$ cat src/rtl/apb_mem_slave.sv
// apb_mem_slave: APB completer backed by a word-addressed register array.
// Inserts WAIT_STATES pready-low cycles in each access phase.
// Flags misaligned, below-base and out-of-range accesses as errors.
// Optional feature macro: APB_MEM_SLAVE_SLVERR_EN.
//   Defined:   pslverr reports errored accesses alongside pready.
//   Undefined: pslverr is tied low.
// In both builds, errored writes are dropped and errored reads return 0.
module apb_mem_slave #(
  parameter int                    ADDR_WIDTH  = 32,
  parameter int                    DATA_WIDTH  = 32,
  parameter int                    SLAVE_INDEX = 0,
  parameter logic [ADDR_WIDTH-1:0] BASE_ADDR   = 32'h0000_0000,
  parameter int                    DEPTH       = 16,
  parameter int                    WAIT_STATES = 0
) (
  input  logic                  pclk,
  input  logic                  presetn,
  input  logic [7:0]            psel,
  input  logic [ADDR_WIDTH-1:0] paddr,
  input  logic                  pwrite,
  input  logic                  penable,
  input  logic [DATA_WIDTH-1:0] pwdata,
  output logic [DATA_WIDTH-1:0] prdata,
  output logic                  pready,
  output logic                  pslverr
);

  localparam int                    IDX_W = $clog2(DEPTH);
  localparam logic [ADDR_WIDTH-1:0] SPAN  = ADDR_WIDTH'(DEPTH * 4);

  typedef enum logic [0:0] {
    IDLE   = 1'b0,
    ACCESS = 1'b1
  } state_t;

  state_t                  state_r;
  state_t                  state_nxt_s;
  logic                    sel_s;
  logic [ADDR_WIDTH-1:0]   offset_s;
  logic [IDX_W-1:0]        idx_s;
  logic                    err_s;
  logic                    setup_s;
  logic                    ready_s;
  logic                    done_s;
  logic                    commit_s;
  logic [IDX_W-1:0]        idx_r;
  logic                    err_r;
  logic                    write_r;
  logic [DATA_WIDTH-1:0]   wdata_r;
  logic [DATA_WIDTH-1:0]   prdata_r;
  logic [3:0]              cnt_r;
  logic [DATA_WIDTH-1:0]   mem_r [DEPTH];

  // Select decode via a mask so the whole select bus is consumed
  assign sel_s    = |(psel & (8'd1 << SLAVE_INDEX));
  assign offset_s = paddr - BASE_ADDR;
  assign idx_s    = offset_s[2 +: IDX_W];
  assign err_s    = (paddr[1:0] != 2'b00) | (paddr < BASE_ADDR) | (offset_s >= SPAN);

  assign setup_s  = (state_r == IDLE) & sel_s & ~penable;
  assign ready_s  = (state_r == ACCESS) & (cnt_r == 4'd0);
  assign done_s   = (state_r == ACCESS) & sel_s & penable & ready_s;
  assign commit_s = done_s & write_r & ~err_r;

  assign pready = ready_s;
  assign prdata = prdata_r;
`ifdef APB_MEM_SLAVE_SLVERR_EN
  assign pslverr = ready_s & err_r;
`else
  assign pslverr = 1'b0;
`endif

  // FSM state register
  always_ff @(posedge pclk or negedge presetn) begin
    if (!presetn) begin
      state_r <= IDLE;
    end else begin
      state_r <= state_nxt_s;
    end
  end

  // Next state: enter ACCESS on setup; leave on completion or dropped select
  always_comb begin
    state_nxt_s = state_r;
    case (state_r)
      IDLE: begin
        if (setup_s) begin
          state_nxt_s = ACCESS;
        end else begin
          state_nxt_s = IDLE;
        end
      end
      ACCESS: begin
        if (!sel_s || done_s) begin
          state_nxt_s = IDLE;
        end else begin
          state_nxt_s = ACCESS;
        end
      end
      default: state_nxt_s = IDLE;
    endcase
  end

  // Wait counter: loaded at setup, counts down to zero during ACCESS
  always_ff @(posedge pclk or negedge presetn) begin
    if (!presetn) begin
      cnt_r <= 4'd0;
    end else if (setup_s) begin
      cnt_r <= 4'(WAIT_STATES);
    end else if ((state_r == ACCESS) && (cnt_r != 4'd0)) begin
      cnt_r <= cnt_r - 4'd1;
    end
  end

  // Setup-phase capture of the request; read data is fetched here too
  always_ff @(posedge pclk or negedge presetn) begin
    if (!presetn) begin
      idx_r    <= {IDX_W{1'b0}};
      err_r    <= 1'b0;
      write_r  <= 1'b0;
      wdata_r  <= {DATA_WIDTH{1'b0}};
      prdata_r <= {DATA_WIDTH{1'b0}};
    end else if (setup_s) begin
      idx_r   <= idx_s;
      err_r   <= err_s;
      write_r <= pwrite;
      wdata_r <= pwdata;
      if (!pwrite) begin
        prdata_r <= err_s ? {DATA_WIDTH{1'b0}} : mem_r[idx_s];
      end
    end
  end

  // Storage array: cleared by reset, written only at error-free write completion
  always_ff @(posedge pclk or negedge presetn) begin
    if (!presetn) begin
      for (int i = 0; i < DEPTH; i++) begin
        mem_r[i] <= {DATA_WIDTH{1'b0}};
      end
    end else if (commit_s) begin
      mem_r[idx_r] <= wdata_r;
    end
  end

endmodule

$ cat config.mk
export PLATFORM = sky130hd
export DESIGN_NAME = apb_mem_slave
export DESIGN_NICKNAME = d
export VERILOG_FILES = /design/src/rtl/apb_mem_slave.sv
export SDC_FILE = /design/constraint.sdc
export NUM_CORES = 1
export LEC_CHECK = 0
export BUFFER_PORTS_ARGS = -buffer_cell sky130_fd_sc_hd__clkbuf_2
export CELL_PAD_IN_SITES_DETAIL_PLACEMENT = 1
export CELL_PAD_IN_SITES_GLOBAL_PLACEMENT = 1
export CORE_AREA = 3 3 252 315
export DETAILED_ROUTE_END_ITERATION = 8
export DIE_AREA = 0 0 255 318
export PLACE_DENSITY = 0.58
export SLEW_MARGIN = 20
export SYNTH_ARGS = -nofsm -noshare
export SYNTH_HDL_FRONTEND = slang
export SYNTH_SLANG_ARGS = --single-unit
$ cat constraint.sdc
create_clock -name pclk -period 3.02 [get_ports pclk]
set_input_delay 0 -clock pclk [delete_from_list [all_inputs] [get_ports pclk]]
set_output_delay 0 -clock pclk [all_outputs]
set_load 0.02 [all_outputs]
==> results.py, run 1 <==
metrics = {
    "outcome": {
        "status": "finished, final reports clean",
    },
    "setup_path": {
        "r2r_cells": 7,
        "r2r_setup_slack_ns": 0.47,
        "endpoint_kind": "register",
        "cp_cell_sequence": "inv_1, ha_1, and4bb_1, nand4_4, or4_2, buf_4, mux2_1",
        "crit_path_end": "mem_r[493]",
        "path_delay_family": "simple AND/OR/NAND/NOR gates",
        "critPathSlowestCell": "or4_2",
        "cp_num_cells": 7,
        "crit_type": "register to register",
        "crit_buf_inv": 2,
        "worstPathArrival_ns": 3.02,
        "critPathMaxStageDelay_ns": 0.65,
        "worst_r2r_endpoint": "mem_r[493]",
        "start_kind": "register",
        "r2r-start": "cnt_r[0]",
        "critPathMaxFanout": 23,
        "worst_ep_required_time_ns": 3.49,
        "crit_start": "cnt_r[0]",
    },
    "place": {
        "port_buffers": 101,
        "dp_hpwl_microns": 45020,
        "gp_congestion": 0.7432,
    },
    "synthesis": {
        "postSynthCellCount": 2010,
        "synth_area_sq_mm": 0.02671,
        "synth-seq-cells": 587,
        "synth_top_area_frac": 0.5499,
        "ys_warn_count": 0,
        "ys_async_sr_fraction": 1.000,
        "seq_area_frac_synth": 0.5499,
        "post-synth-top-count-cell": "dfrtp_1",
        "synth_area_leaders": "dfrtp_1, mux2_2, mux2i_1",
        "avgSynthCellArea_sq_um": 13.29,
        "ys_types": 37,
        "synth_edf_count": 0,
        "synth_top_flop_cell": "dfrtp_1",
        "synth_nets": 2088,
        "synth_area_leader_cell": "dfrtp_1",
        "ys_top_cells_by_count": "dfrtp_1, mux2_2, nand2_1",
    },
    "die": {
        "rows": 113,
        "core_sq_mm": 0.07635,
        "die_x_microns": 255,
        "io_pins": 110,
        "die_h_microns": 318,
        "start_util": 0.3499,
        "die_area_sq_mm": 0.08109,
    },
    "power": {
        "pwr_density_cell_mw_per_mm2": 565.8,
        "p_sw_mw": 4.375,
        "combPwrFrac": 0.056,
        "p_int_mw": 13.45,
        "seqPwrFrac": 0.475,
        "worst_ir_drop_vdd_v": 0.0005018,
        "clkPwrFrac": 0.469,
        "p_sw_frac": 0.2455,
        "p_leak_nw": 15.90,
    },
    "final_layout": {
        "nNetsFinal": 2210,
        "diodes": 0,
        "area_growth_pct": 17.90,
        "drive_gt1_frac": 0.4195,
        "num-fill-cells": 7838,
    },
    "route": {
        "first_iter_violations": 674,
        "drtPass1Iterations": 4,
        "vias": 16859,
        "route.detailed.drc": 0,
        "vias_per_cell": 5.339,
        "wl_per_cell_microns": 24.08,
        "wirelength_microns": 76030,
        "postRouteAntennaNets": 0,
    },
    "clock_network": {
        "postCtsSetupBuffers": 0,
        "cts.sinks": 587,
        "root_buffer": "clkbuf_16",
        "h-tree-depth": 3,
        "cts_tree": "yes",
        "clkLatencyLatePin_ns": 0.59,
        "clk_pin_slew_ns": 0.06,
        "hold_buffers": 42,
        "clk_path_buf_depth": 3,
        "cts_made_buffers": 66,
        "post_cts_resized": 0,
    },
    "global_routing": {
        "grt_pass1_wl_microns": 117100,
        "antenna_found_initial": 0,
        "grt_pass1_vias": 19121,
        "overflow": 0,
        "grt_usage": 0.1905,
        "grt_start_max_net_pins": 90,
    },
    "sta": {
        "finalSetupViolations": 0,
        "fin_crit_ns": 2.546,
        "rsz0062_at_grt": "false",
        "tightest_slew_ns": 1.098,
        "fin_crit_sh": 0.8431,
        "slew_headroom": 0.2677,
        "tns_ns": 0,
        "maxSlewViolCount": 0,
        "holdWs_ns": 0.07575,
        "fin_skew_ns": 0.02229,
        "finalHoldViolCount": 0,
        "max_freq_ghz": 0.3927,
    },
    "worst_hold_path": {
        "hold_class": "input pin to asynchronous set/reset pin",
    },
    "job": {
        "cap_violations": 0,
    },
}
[per-layer routing]
layer	vias up	GRT usage	routed length (microns)
met3	114	0.02191	1905
met5	-	0	0
met1	9059	0.2409	33140
met4	0	0.06008	2100
li1	7477	-	-
met2	209	0.3382	38880
[layout by cell type, fill, tap and decap left out, drive strengths merged, types with 33 or more instances in the layout]
| cell | Yosys | final |
|---|---|---|
| dfrtp | 587 | 587 |
| o22a | 33 | 33 |
| clkbuf | 85 | 190 |
| inv | 34 | 38 |
| nand2 | 211 | 211 |
| dlygate4sd3 | 0 | 42 |
| nand4 | 35 | 35 |
| mux2i | 160 | 160 |
| buf | 75 | 74 |
| mux2 | 608 | 608 |
[power by group through the flow]
stage          logic (mW)  clock network [mW]  registers (mW)
2_1_floorplan       0.643                   0            8.28
3_3_place_gp        0.955                   0            8.57
3_5_place_dp        0.980                   0            8.60
4_1_cts              1.03                8.65            8.46
5_1_grt              1.11                9.00            8.51
6_report            0.997                8.36            8.46
[worst min-delay path by stage]
stage / endpoint / from / slack, ns
3_5_place_dp: mem_r[252] / presetn / 0.08
4_1_cts: mem_r[131] / presetn / 0.07
5_1_grt: mem_r[252] / presetn / 0.12
6_report: mem_r[252] / presetn / 0.08
3_3_place_gp: mem_r[252] / presetn / 0.06
2_1_floorplan: cnt_r[0] / presetn / -0.30
[flip-flops by register name, summed over array words and instances (netlist names)]
register,count
err_r,1
cnt_r,4
wdata_r,32
idx_r,4
prdata,32
mem_r,512
write_r,1
state_r,1
[kinds of logic after synthesis]
| family | share of synthesized area |
|---|---|
| mux | 0.3162 |
| flops | 0.5499 |
| simple gates | 0.05124 |
| buf+inv | 0.03035 |
| compound gates | 0.05058 |
| fa+ha+maj | 0.0009366 |
| xor+xnor | 0.0006558 |
| other cells | 0.0001404 |
[area by class of cell]
cell class	count	area, sq um	share of cell area
Timing Repair Buffer	214	1819	0.05776
Sequential cell	587	14690	0.4664
Inverter	34	127.6	0.004052
Clock inverter	25	340.3	0.01081
Tap cell	977	1222	0.03881
Clock buffer	92	1941	0.06161
Multi-Input combinational cell	1229	11360	0.3606
[per-stage QoR]
step / instance area, sq um / power, mW / instances / util / setup WS (ns)
floorplan: 26710 / 8.926 / 2010 / - / 0.6320
global placement: 28800 / 9.522 / 2999 / 0.3772 / 0.5256
detailed placement: 28800 / 9.579 / 2999 / 0.3772 / 0.4451
CTS: 31500 / 18.13 / 3158 / 0.4125 / 0.4380
global route: 31500 / 18.62 / 3158 / 0.4125 / 0.3851
finish: 31500 / 17.82 / 3158 / 0.4125 / 0.4738
(Power assumes the default switching activity.)
==> inputs of run 2 (changes only) <==
clock period = 2.5 ns   (was 3.02 ns; I/O delays follow)
==> run 2 against run 1 <==
Compared with the run above:
- critical endpoint is now mem_r[392]
- combinational power grew 24%
- clock power grew 17%
- worst hold slack lost 0.0056 ns
- sequential cell count is the same
- sequential share of layout area shrank 0.33 points
- first-iteration DRC count grew 10%
- global-route usage is essentially flat
- critical path depth grew 2
- core utilization grew 0.30 points
- clock skew shrank 0.0015 ns
- total power grew 19%
==> results.py, run 2 (synthesis gave the netlist of run 1 again) <==
metrics = {
    "setup_path": {
        "r2r-start": "cnt_r[1]",
        "worst_r2r_endpoint": "mem_r[392]",
        "crit_start": "cnt_r[1]",
        "cp_cell_sequence": "inv_1, ha_1, and4bb_2, nand4_4, buf_12, nor4_4, buf_4, buf_6, mux2_2",
        "critPathMaxStageDelay_ns": 0.41,
        "worst_ep_required_time_ns": 2.98,
        "r2r_cells": 9,
        "critPathSlowestCell": "dfrtp_1",
        "critPathMaxFanout": 15,
        "endpoint_kind": "register",
        "r2r_setup_slack_ns": 0.1,
        "crit_type": "register to register",
        "worstPathArrival_ns": 2.88,
        "start_kind": "register",
    },
    "die": {
        "die_h_microns": 318,
        "io_pins": 110,
        "core_sq_mm": 0.07635,
        "die_area_sq_mm": 0.08109,
        "die_x_microns": 255,
        "rows": 113,
        "start_util": 0.3499,
    },
    "job": {
        "cap_violations": 0,
    },
    "route": {
        "wirelength_microns": 76740,
        "route.detailed.drc": 0,
        "vias_per_cell": 5.343,
        "wl_per_cell_microns": 24.13,
        "first_iter_violations": 744,
        "vias": 16992,
        "drtPass1Iterations": 5,
        "postRouteAntennaNets": 0,
    },
    "power": {
        "pwr_density_cell_mw_per_mm2": 670.1,
        "p_leak_nw": 16.02,
        "worst_ir_drop_vdd_v": 0.0004263,
        "total_power_mw": 21.26,
    },
    "place": {
        "port_buffers": 101,
        "dp_hpwl_microns": 45050,
        "gp_congestion": 0.7264,
    },
    "final_layout": {
        "layout_common_cells": "dfrtp_1, mux2_2, nand2_1",
        "utilization": 0.4155,
        "area_growth_pct": 18.75,
        "largest_register_ffs": 512,
        "top_register": "mem_r",
        "drive_gt1_frac": 0.4208,
        "mostFrequentLayoutCell": "dfrtp_1",
        "nNetsFinal": 2231,
        "diodes": 0,
    },
    "worst_hold_path": {
        "hp-start": "paddr[2]",
        "hold_depth": 4,
        "hold_class": "input pin to register",
        "min_to": "idx_r[0]",
    },
    "global_routing": {
        "overflow": 0,
        "grt_start_max_net_pins": 80,
        "antenna_found_initial": 0,
        "grt_pass1_vias": 18895,
        "grt_pass1_wl_microns": 117000,
        "grt_usage": 0.1901,
    },
    "outcome": {
        "status": "finished, final reports clean",
    },
    "sta": {
        "fin_crit_ns": 2.402,
        "holdWs_ns": 0.07011,
        "finalHoldViolCount": 0,
        "tns_ns": 0,
        "max_freq_ghz": 0.4163,
        "slew_headroom": 0.5530,
        "tightest_slew_ns": 0.6705,
        "rsz0062_at_grt": "false",
        "maxSlewViolCount": 0,
        "fin_skew_ns": 0.02077,
        "fin_crit_sh": 0.9609,
        "finalSetupViolations": 0,
    },
    "clock_network": {
        "clk_pin_slew_ns": 0.06,
        "clk_path_buf_depth": 3,
        "clkLatencyLatePin_ns": 0.61,
        "cts.sinks": 587,
        "root_buffer": "clkbuf_16",
        "cts_made_buffers": 66,
        "h-tree-depth": 3,
        "cts_tree": "yes",
    },
}
==> run 2: cell types whose count changed in the layout (fill, tap and decap cells not counted), moves of 3 or more <==
cell	before	now
buf_4	45	50
buf_6	0	3
buf_12	27	36
clkbuf_1	8	17
clkbuf_8	17	14
bufinv_16	7	4
==> run 2: worst max path at each step <==
stage	endpoint	slack (ns)	cells past startpoint
6_report	mem_r[392]	0.1	9
2_1_floorplan	mem_r[321]	0.11	8
3_3_place_gp	mem_r[493]	0.06	7
5_1_grt	mem_r[249]	0.004	8
4_1_cts	mem_r[493]	0.03	7
3_5_place_dp	mem_r[510]	0.04	7
==> run 2: where the power goes <==
part / internal [mW] / leakage [nW] / switching (mW)
registers: 9.66 / 8.14 / 0.604
logic: 0.453 / 6.81 / 0.791
clock network: 5.79 / 1.07 / 3.96
==> run 2: final cells by class <==
cell class / count / area [sq um]
Fill cell: 7864 / 44630
Sequential cell: 587 / 14690
Multi-Input combinational cell: 1229 / 11370
Timing Repair Buffer: 235 / 2141
Clock buffer: 98 / 1933
Tap cell: 977 / 1222
Clock inverter: 20 / 237.7
Inverter: 34 / 127.6
==> run 2: stage by stage <==
step / area [sq um] / worst slack, ns / instances
2_1_floorplan: 26710 / 0.1120 / 2010
3_3_place_gp: 29010 / 0.06405 / 3013
3_5_place_dp: 29010 / 0.04334 / 3013
4_1_cts: 31640 / 0.02523 / 3176
5_1_grt: 31720 / 0.004316 / 3180
6_report: 31720 / 0.09787 / 3180
==> run 2: critical path, delay by kind of cell, from the launching register on <==
kind          cells  cell delay [ns]
fa+ha+maj         1             0.16
flops             1             0.41
mux               1             0.36
simple gates      3             0.59
buf+inv           4             0.75
==> run 2: timing repair <==
action	CTS	global route
endpoints found under the setup margin	0	116
hold buffers	45	0
resized for setup	0	7
endpoints found under the hold margin	635	0
setup buffers	0	2
==> run 2: metal layers <==
layer / part of all wire / wire length (microns) / GRT usage
met3: 0.024 / 1879 / 0.02191
met2: 0.50 / 38730 / 0.3321
met5: 0 / 0 / 0
met4: 0.024 / 1827 / 0.05337
met1: 0.45 / 34300 / 0.2478
